<file path="src/rtl/product_accumulator_if.sv">
// Handshake bundle between the multiplier-side producer and the product accumulator.
// Carries the input beat stream, the frame result stream and the frame controls.
interface product_accumulator_if #(
    parameter int unsigned BIT_WIDTH = 8,
    parameter int unsigned ACC_WIDTH = 16,
    parameter int unsigned CNT_WIDTH = 4
);
    logic                 clear;
    logic [CNT_WIDTH-1:0] len;
    logic                 in_valid;
    logic                 in_ready;
    logic [BIT_WIDTH-1:0] in_data;
    logic                 out_valid;
    logic                 out_ready;
    logic [ACC_WIDTH-1:0] out_data;
    logic                 out_overflow;

    modport master (
        output clear, len, in_valid, in_data, out_ready,
        input  in_ready, out_valid, out_data, out_overflow
    );

    modport slave (
        input  clear, len, in_valid, in_data, out_ready,
        output in_ready, out_valid, out_data, out_overflow
    );
endinterface

</file>
<file path="src/rtl/product_accumulator.sv">
// Sums frames of LEN multiplier products and hands each frame sum downstream with a sticky overflow flag.
// Optional feature macro: SATURATE_EN (saturate the accumulator on carry instead of wrapping).
module product_accumulator #(
    parameter int unsigned BIT_WIDTH = 8,
    parameter int unsigned ACC_WIDTH = 16,
    parameter int unsigned CNT_WIDTH = 4
) (
    input  logic                  clk,
    input  logic                  rst,
    product_accumulator_if.slave  bus
);
    localparam int unsigned LW = CNT_WIDTH + 1;
    localparam int unsigned SW = ACC_WIDTH + 1;

    typedef enum logic [1:0] {
        IDLE  = 2'd0,
        ACCUM = 2'd1,
        HOLD  = 2'd2
    } state_t;

    state_t               state_q, state_d;
    logic [ACC_WIDTH-1:0] acc_q, acc_d;
    logic [LW-1:0]        cnt_q, cnt_d;
    logic [LW-1:0]        len_q, len_d;
    logic                 ovf_q, ovf_d;
    logic                 in_ready_q, in_ready_d;
    logic                 out_valid_q, out_valid_d;
    logic [ACC_WIDTH-1:0] out_data_q, out_data_d;
    logic                 out_ovf_q, out_ovf_d;

    logic                 beat_c;
    logic [LW-1:0]        len_eff_c;
    logic [LW-1:0]        cnt_inc_c;
    logic [SW-1:0]        sum_c;
    logic                 carry_c;
    logic [ACC_WIDTH-1:0] acc_next_c;

    // Datapath: beat qualifier, effective frame length and the widened accumulate.
    always_comb begin
        beat_c    = bus.in_valid && in_ready_q;
        len_eff_c = (bus.len == '0) ? {1'b1, {CNT_WIDTH{1'b0}}} : LW'(bus.len);
        cnt_inc_c = cnt_q + LW'(1);
        sum_c     = SW'(acc_q) + SW'(bus.in_data);
        carry_c   = sum_c[ACC_WIDTH];
`ifdef SATURATE_EN
        acc_next_c = carry_c ? {ACC_WIDTH{1'b1}} : sum_c[ACC_WIDTH-1:0];
`else
        acc_next_c = sum_c[ACC_WIDTH-1:0];
`endif
    end

    // Next-state and registered-output logic; clear overrides every handshake.
    always_comb begin
        state_d    = state_q;
        acc_d      = acc_q;
        cnt_d      = cnt_q;
        len_d      = len_q;
        ovf_d      = ovf_q;
        out_data_d = out_data_q;
        out_ovf_d  = out_ovf_q;

        if (bus.clear) begin
            state_d = IDLE;
            acc_d   = '0;
            cnt_d   = '0;
            ovf_d   = 1'b0;
        end else begin
            case (state_q)
                IDLE: begin
                    if (beat_c) begin
                        acc_d   = ACC_WIDTH'(bus.in_data);
                        cnt_d   = LW'(1);
                        len_d   = len_eff_c;
                        ovf_d   = 1'b0;
                        state_d = (len_eff_c == LW'(1)) ? HOLD : ACCUM;
                    end
                end
                ACCUM: begin
                    if (beat_c) begin
                        acc_d = acc_next_c;
                        cnt_d = cnt_inc_c;
                        if (carry_c) begin
                            ovf_d = 1'b1;
                        end
                        if (cnt_inc_c == len_q) begin
                            state_d = HOLD;
                        end
                    end
                end
                HOLD: begin
                    if (bus.out_ready) begin
                        state_d = IDLE;
                    end
                end
                default: state_d = IDLE;
            endcase
        end

        // Result registers load only on HOLD entry so they stay put after the handshake.
        if ((state_d == HOLD) && (state_q != HOLD)) begin
            out_data_d = acc_d;
            out_ovf_d  = ovf_d;
        end

        in_ready_d  = (state_d != HOLD);
        out_valid_d = (state_d == HOLD);
    end

    always_ff @(posedge clk or posedge rst) begin
        if (rst) begin
            state_q     <= IDLE;
            acc_q       <= '0;
            cnt_q       <= '0;
            len_q       <= '0;
            ovf_q       <= 1'b0;
            in_ready_q  <= 1'b1;
            out_valid_q <= 1'b0;
            out_data_q  <= '0;
            out_ovf_q   <= 1'b0;
        end else begin
            state_q     <= state_d;
            acc_q       <= acc_d;
            cnt_q       <= cnt_d;
            len_q       <= len_d;
            ovf_q       <= ovf_d;
            in_ready_q  <= in_ready_d;
            out_valid_q <= out_valid_d;
            out_data_q  <= out_data_d;
            out_ovf_q   <= out_ovf_d;
        end
    end

    assign bus.in_ready     = in_ready_q;
    assign bus.out_valid    = out_valid_q;
    assign bus.out_data     = out_data_q;
    assign bus.out_overflow = out_ovf_q;

endmodule

</file>
<file path="src/flat_wrapper.sv">
// flat-port wrapper written by rule: the top's interface ports become plain ports
module product_accumulator_flat 
#(
    parameter int unsigned BIT_WIDTH = 8,
    parameter int unsigned ACC_WIDTH = 16,
    parameter int unsigned CNT_WIDTH = 4
)
  (clk, rst, bus_clear, bus_len, bus_in_valid, bus_in_data, bus_out_ready, bus_in_ready, bus_out_valid, bus_out_data, bus_out_overflow);
  product_accumulator_if #(.BIT_WIDTH(BIT_WIDTH), .ACC_WIDTH(ACC_WIDTH), .CNT_WIDTH(CNT_WIDTH)) bus_i ();
  input  logic clk;
  input  logic rst;
  input wire logic [$bits(bus_i.clear)-1:0] bus_clear;
  input wire logic [$bits(bus_i.len)-1:0] bus_len;
  input wire logic [$bits(bus_i.in_valid)-1:0] bus_in_valid;
  input wire logic [$bits(bus_i.in_data)-1:0] bus_in_data;
  input wire logic [$bits(bus_i.out_ready)-1:0] bus_out_ready;
  output wire logic [$bits(bus_i.in_ready)-1:0] bus_in_ready;
  output wire logic [$bits(bus_i.out_valid)-1:0] bus_out_valid;
  output wire logic [$bits(bus_i.out_data)-1:0] bus_out_data;
  output wire logic [$bits(bus_i.out_overflow)-1:0] bus_out_overflow;
  assign bus_i.clear = bus_clear;
  assign bus_i.len = bus_len;
  assign bus_i.in_valid = bus_in_valid;
  assign bus_i.in_data = bus_in_data;
  assign bus_i.out_ready = bus_out_ready;
  assign bus_in_ready = bus_i.in_ready;
  assign bus_out_valid = bus_i.out_valid;
  assign bus_out_data = bus_i.out_data;
  assign bus_out_overflow = bus_i.out_overflow;
  product_accumulator #(.BIT_WIDTH(BIT_WIDTH), .ACC_WIDTH(ACC_WIDTH), .CNT_WIDTH(CNT_WIDTH)) u_core (.clk(clk), .rst(rst), .bus(bus_i));
endmodule
</file>
<file path="config.mk">
export PLATFORM = sky130hd
export DESIGN_NAME = product_accumulator_flat
export DESIGN_NICKNAME = d
export VERILOG_FILES = /design/src/rtl/product_accumulator_if.sv /design/src/rtl/product_accumulator.sv /design/src/flat_wrapper.sv
export SDC_FILE = /design/constraint.sdc
export NUM_CORES = 1
export LEC_CHECK = 0
export CAP_MARGIN = 20
export CELL_PAD_IN_SITES_DETAIL_PLACEMENT = 1
export CELL_PAD_IN_SITES_GLOBAL_PLACEMENT = 1
export CORE_MARGIN = 2
export CORE_UTILIZATION = 47
export CTS_CLUSTER_SIZE = 30
export DETAILED_ROUTE_END_ITERATION = 10
export PLACE_DENSITY = 0.94
export SLEW_MARGIN = 20
export SYNTH_ARGS = -nofsm -noshare
export SYNTH_HDL_FRONTEND = slang
export SYNTH_SLANG_ARGS = --single-unit
</file>
<file path="constraint.sdc">
create_clock -name clk -period 5 [get_ports clk]
set_input_delay 1.25 -clock clk [delete_from_list [all_inputs] [get_ports clk]]
set_output_delay 1.25 -clock clk [all_outputs]
set_load 0.02 [all_outputs]
</file>
==> reports/results.ini <==
[synthesis]
yosysWarnings = 0
synth_area_um2 = 2800
postSynthCellCount = 272
ys_ff_latch = 48
synthArstFlopShare_pct = 100
synth_edf_count = 0
avgSynthCellArea_um2 = 10.3
ys.flop_type = dfrtp_1
synth_nets = 299
ys_types = 53
seq_area_frac_synth_pct = 42.9

[clocking]
cts_resized = 0
post-cts-setup-buffers = 0
cts_tree = built
clockBufferDepth = 2
cts.sinks = 48
clock-root-buffer = clkbuf_8
clk_latency_ns = 0.31
clk_pin_slew_ns = 0.09
numCtsBuffers = 5
cts-hold-fix-buffers = 0
h-tree-depth = 2

[sta]
worst_pin_slew_ns = 1.00
fin_crit_sh_pct = 73.5
whs_ns = 0.519
relSlewSlack_pct = 33.2
fin_tns_setup_ns = 0
fmax_ghz = 0.272
setup_viol = 0
clock_skew_ns = 0.00989
worst_slack_ns = 1.33
rsz0062_at_grt = no
hold_viol = 0
drv_slew = 0
finalCriticalPeriod_ns = 3.67

[route]
avgRoutedWirePerCell_um = 19.0
drtIter0Drc = 230
dr.pass1.iters = 4
vias_per_cell = 6.13
via_count = 2336
drt_wl_total_um = 7240
drc = 0
ant_nets = 0

[setup_path]
worstPathArrival_ns = 3.86
max_stage_delay_ns = 0.87
cpMaxStageDelayCell = o31ai_4
cp-start-kind = input port
cp.required_ns = 5.19
cp_cell_sequence = clkdlybuf4s50_1 -> nand2_1 -> or4_1 -> o31ai_4 -> mux2_2
end_kind = flip-flop
criticalPathCategory = in -> reg
cp_max_fo = 14

[power_and_ir_drop]
p_int_uw = 722
ir_drop_v = 0.000167
power.share.clock_pct = 28.7
comb_power_share_pct = 27.1
p_seq_share_pct = 44.2
power-per-cell-area_nw_per_um2 = 313
p_total_mw = 1.04
power.leakage_nw = 1.40
p_switching_uw = 321
swShare_pct = 30.8

[die]
core_um2 = 5850
initial_core_util_pct = 47.9
die_h_um = 81.2
die-area_um2 = 6590
die_w_um = 81.2
ios = 36
row_count = 28

[finish]
final_cells = 381
drive_above_1_share_pct = 13.4
fillers = 630
syn2layout_area_growth_pct = 18.9
final_nets = 332
diodes = 0
layout_common_cells = dfrtp_1 (47), clkdlybuf4s50_1 (35), a21oi_1 (20)
layout_commonest_cell = dfrtp_1

[place]
place_inst = 373
placement.io_buffers = 35
place_worst_setup_slack_ns = 0.979
routabilityCongestion = 0.860
hpwl_um = 4980

[global_routing]
antenna_found_initial = 0
grt_pass1_vias = 2398
grt_max_degree = 49
grt_use_total_pct = 23.6
grt_pass1_wl_um = 12000
gr-total-overflow = 0

[worst_hold_path]
hold_class = reg -> reg

[outcome]
outcome = finished clean

[job]
maxCapViolCount = 0

[state kept, by name, indices dropped and copies added, names as in the netlist]
signal and count:
u_core.bus.out_valid 1, u_core.state_q 2, u_core.bus.in_ready 1, u_core.acc_q 16, u_core.bus.out_overflow 1, u_core.bus.out_data 16
u_core.ovf_q 1, u_core.len_q 5, u_core.cnt_q 5
[area by class of cell]
type                            instances  area, um^2  area share [%]
Timing Repair Buffer                   39         380            11.4
Clock buffer                            6        82.6            2.48
Clock inverter                          2        38.8            1.16
Inverter                                6        23.8           0.713
Multi-Input combinational cell        205        1510            45.3
Sequential cell                        48        1200            36.1
Tap cell                               75        93.8            2.82
[power groups by stage]
| stage | Sequential, mW | Clock, mW | Combinational [mW] |
|---|---|---|---|
| 2_1_floorplan | 0.482 | 0 | 0.159 |
| 3_3_place_gp | 0.467 | 0 | 0.268 |
| 3_5_place_dp | 0.469 | 0 | 0.277 |
| 4_1_cts | 0.461 | 0.310 | 0.283 |
| 5_1_grt | 0.467 | 0.329 | 0.306 |
| 6_report | 0.461 | 0.299 | 0.283 |
[worst max-delay path, delay by kind of cell]
kind	cells	cell delay, ns
buffers and inverters	1	0.52
and+or+nand+nor	2	0.80
AOI/OAI and AO/OA	1	0.87
muxes	1	0.42
[cells by family after synthesis]
group	after synthesis	synth area share, %
simple gates	81	15.1
compound gates	79	20.0
flops	48	42.9
mux	24	10.7
buf+inv	19	3.17
xor+xnor	11	3.44
fa+ha+maj	10	4.73
[worst paths after layout]
path	slack, ns	startpoint	cells after the start	end
max	1.33	bus_in_valid	5	u_core.bus.out_data[9]$_DFFE_PP0P_
min	0.52	u_core.bus.out_data[0]$_DFFE_PP0P_	1	u_core.bus.out_data[0]$_DFFE_PP0P_
max reg2reg	2.02	u_core.cnt_q[0]$_DFFE_PP0P_	5	u_core.bus.out_data[9]$_DFFE_PP0P_
min reg2reg	0.52	u_core.bus.out_data[0]$_DFFE_PP0P_	1	u_core.bus.out_data[0]$_DFFE_PP0P_
max in group asynchronous	3.10	rst	2	u_core.acc_q[10]$_DFF_PP0_
min in group asynchronous	1.39	rst	2	u_core.state_q[1]$_DFF_PP0_
[per-stage QoR]
step                      area [um^2]  utilization [%]
after floorplan                  2800                -
after global placement           3210             54.9
after detailed placement         3210             54.9
after CTS                        3330             56.9
after global routing             3330             57.0
final                            3330             57.0
[Yosys cell counts (all sizes together), types with 2 or more instances]
master	number	area share (%)
a21o	9	2.4
o311ai	3	0.94
ha	9	4.0
nor3	7	1.3
a2111oi	4	1.3
mux2	20	9.2
or4	2	0.54
nand3b	2	0.54
nor2	19	2.5
o31ai	5	2.0
buf	3	1.0
a221oi	2	0.63
clkbuf	10	1.3
o21a	3	0.80
nor3b	3	0.80
mux2i	4	1.4
and2	3	0.71
a21oi	20	3.6
xor2	5	1.6
nand4	2	0.45
nand2	15	2.0
nor2b	8	1.8
nand3	9	1.6
a211oi	11	2.9
xnor2	6	1.9
and3	2	0.45
o21ai	8	1.4
o211ai	3	0.80
a211o	3	0.94
dfrtp	47	42
or3	3	0.67
a31oi	3	0.67
inv	5	0.67
[per-layer routing]
| layer | track usage, % | share of wire, % | wire length, um |
|---|---|---|---|
| met4 | 7.97 | 1.4 | 100 |
| met3 | 4.67 | 4.4 | 315 |
| met2 | 35.9 | 48 | 3480 |
| met1 | 33.6 | 46 | 3340 |
| met5 | 0 | 0 | 0 |
(Power assumes the default switching activity.)
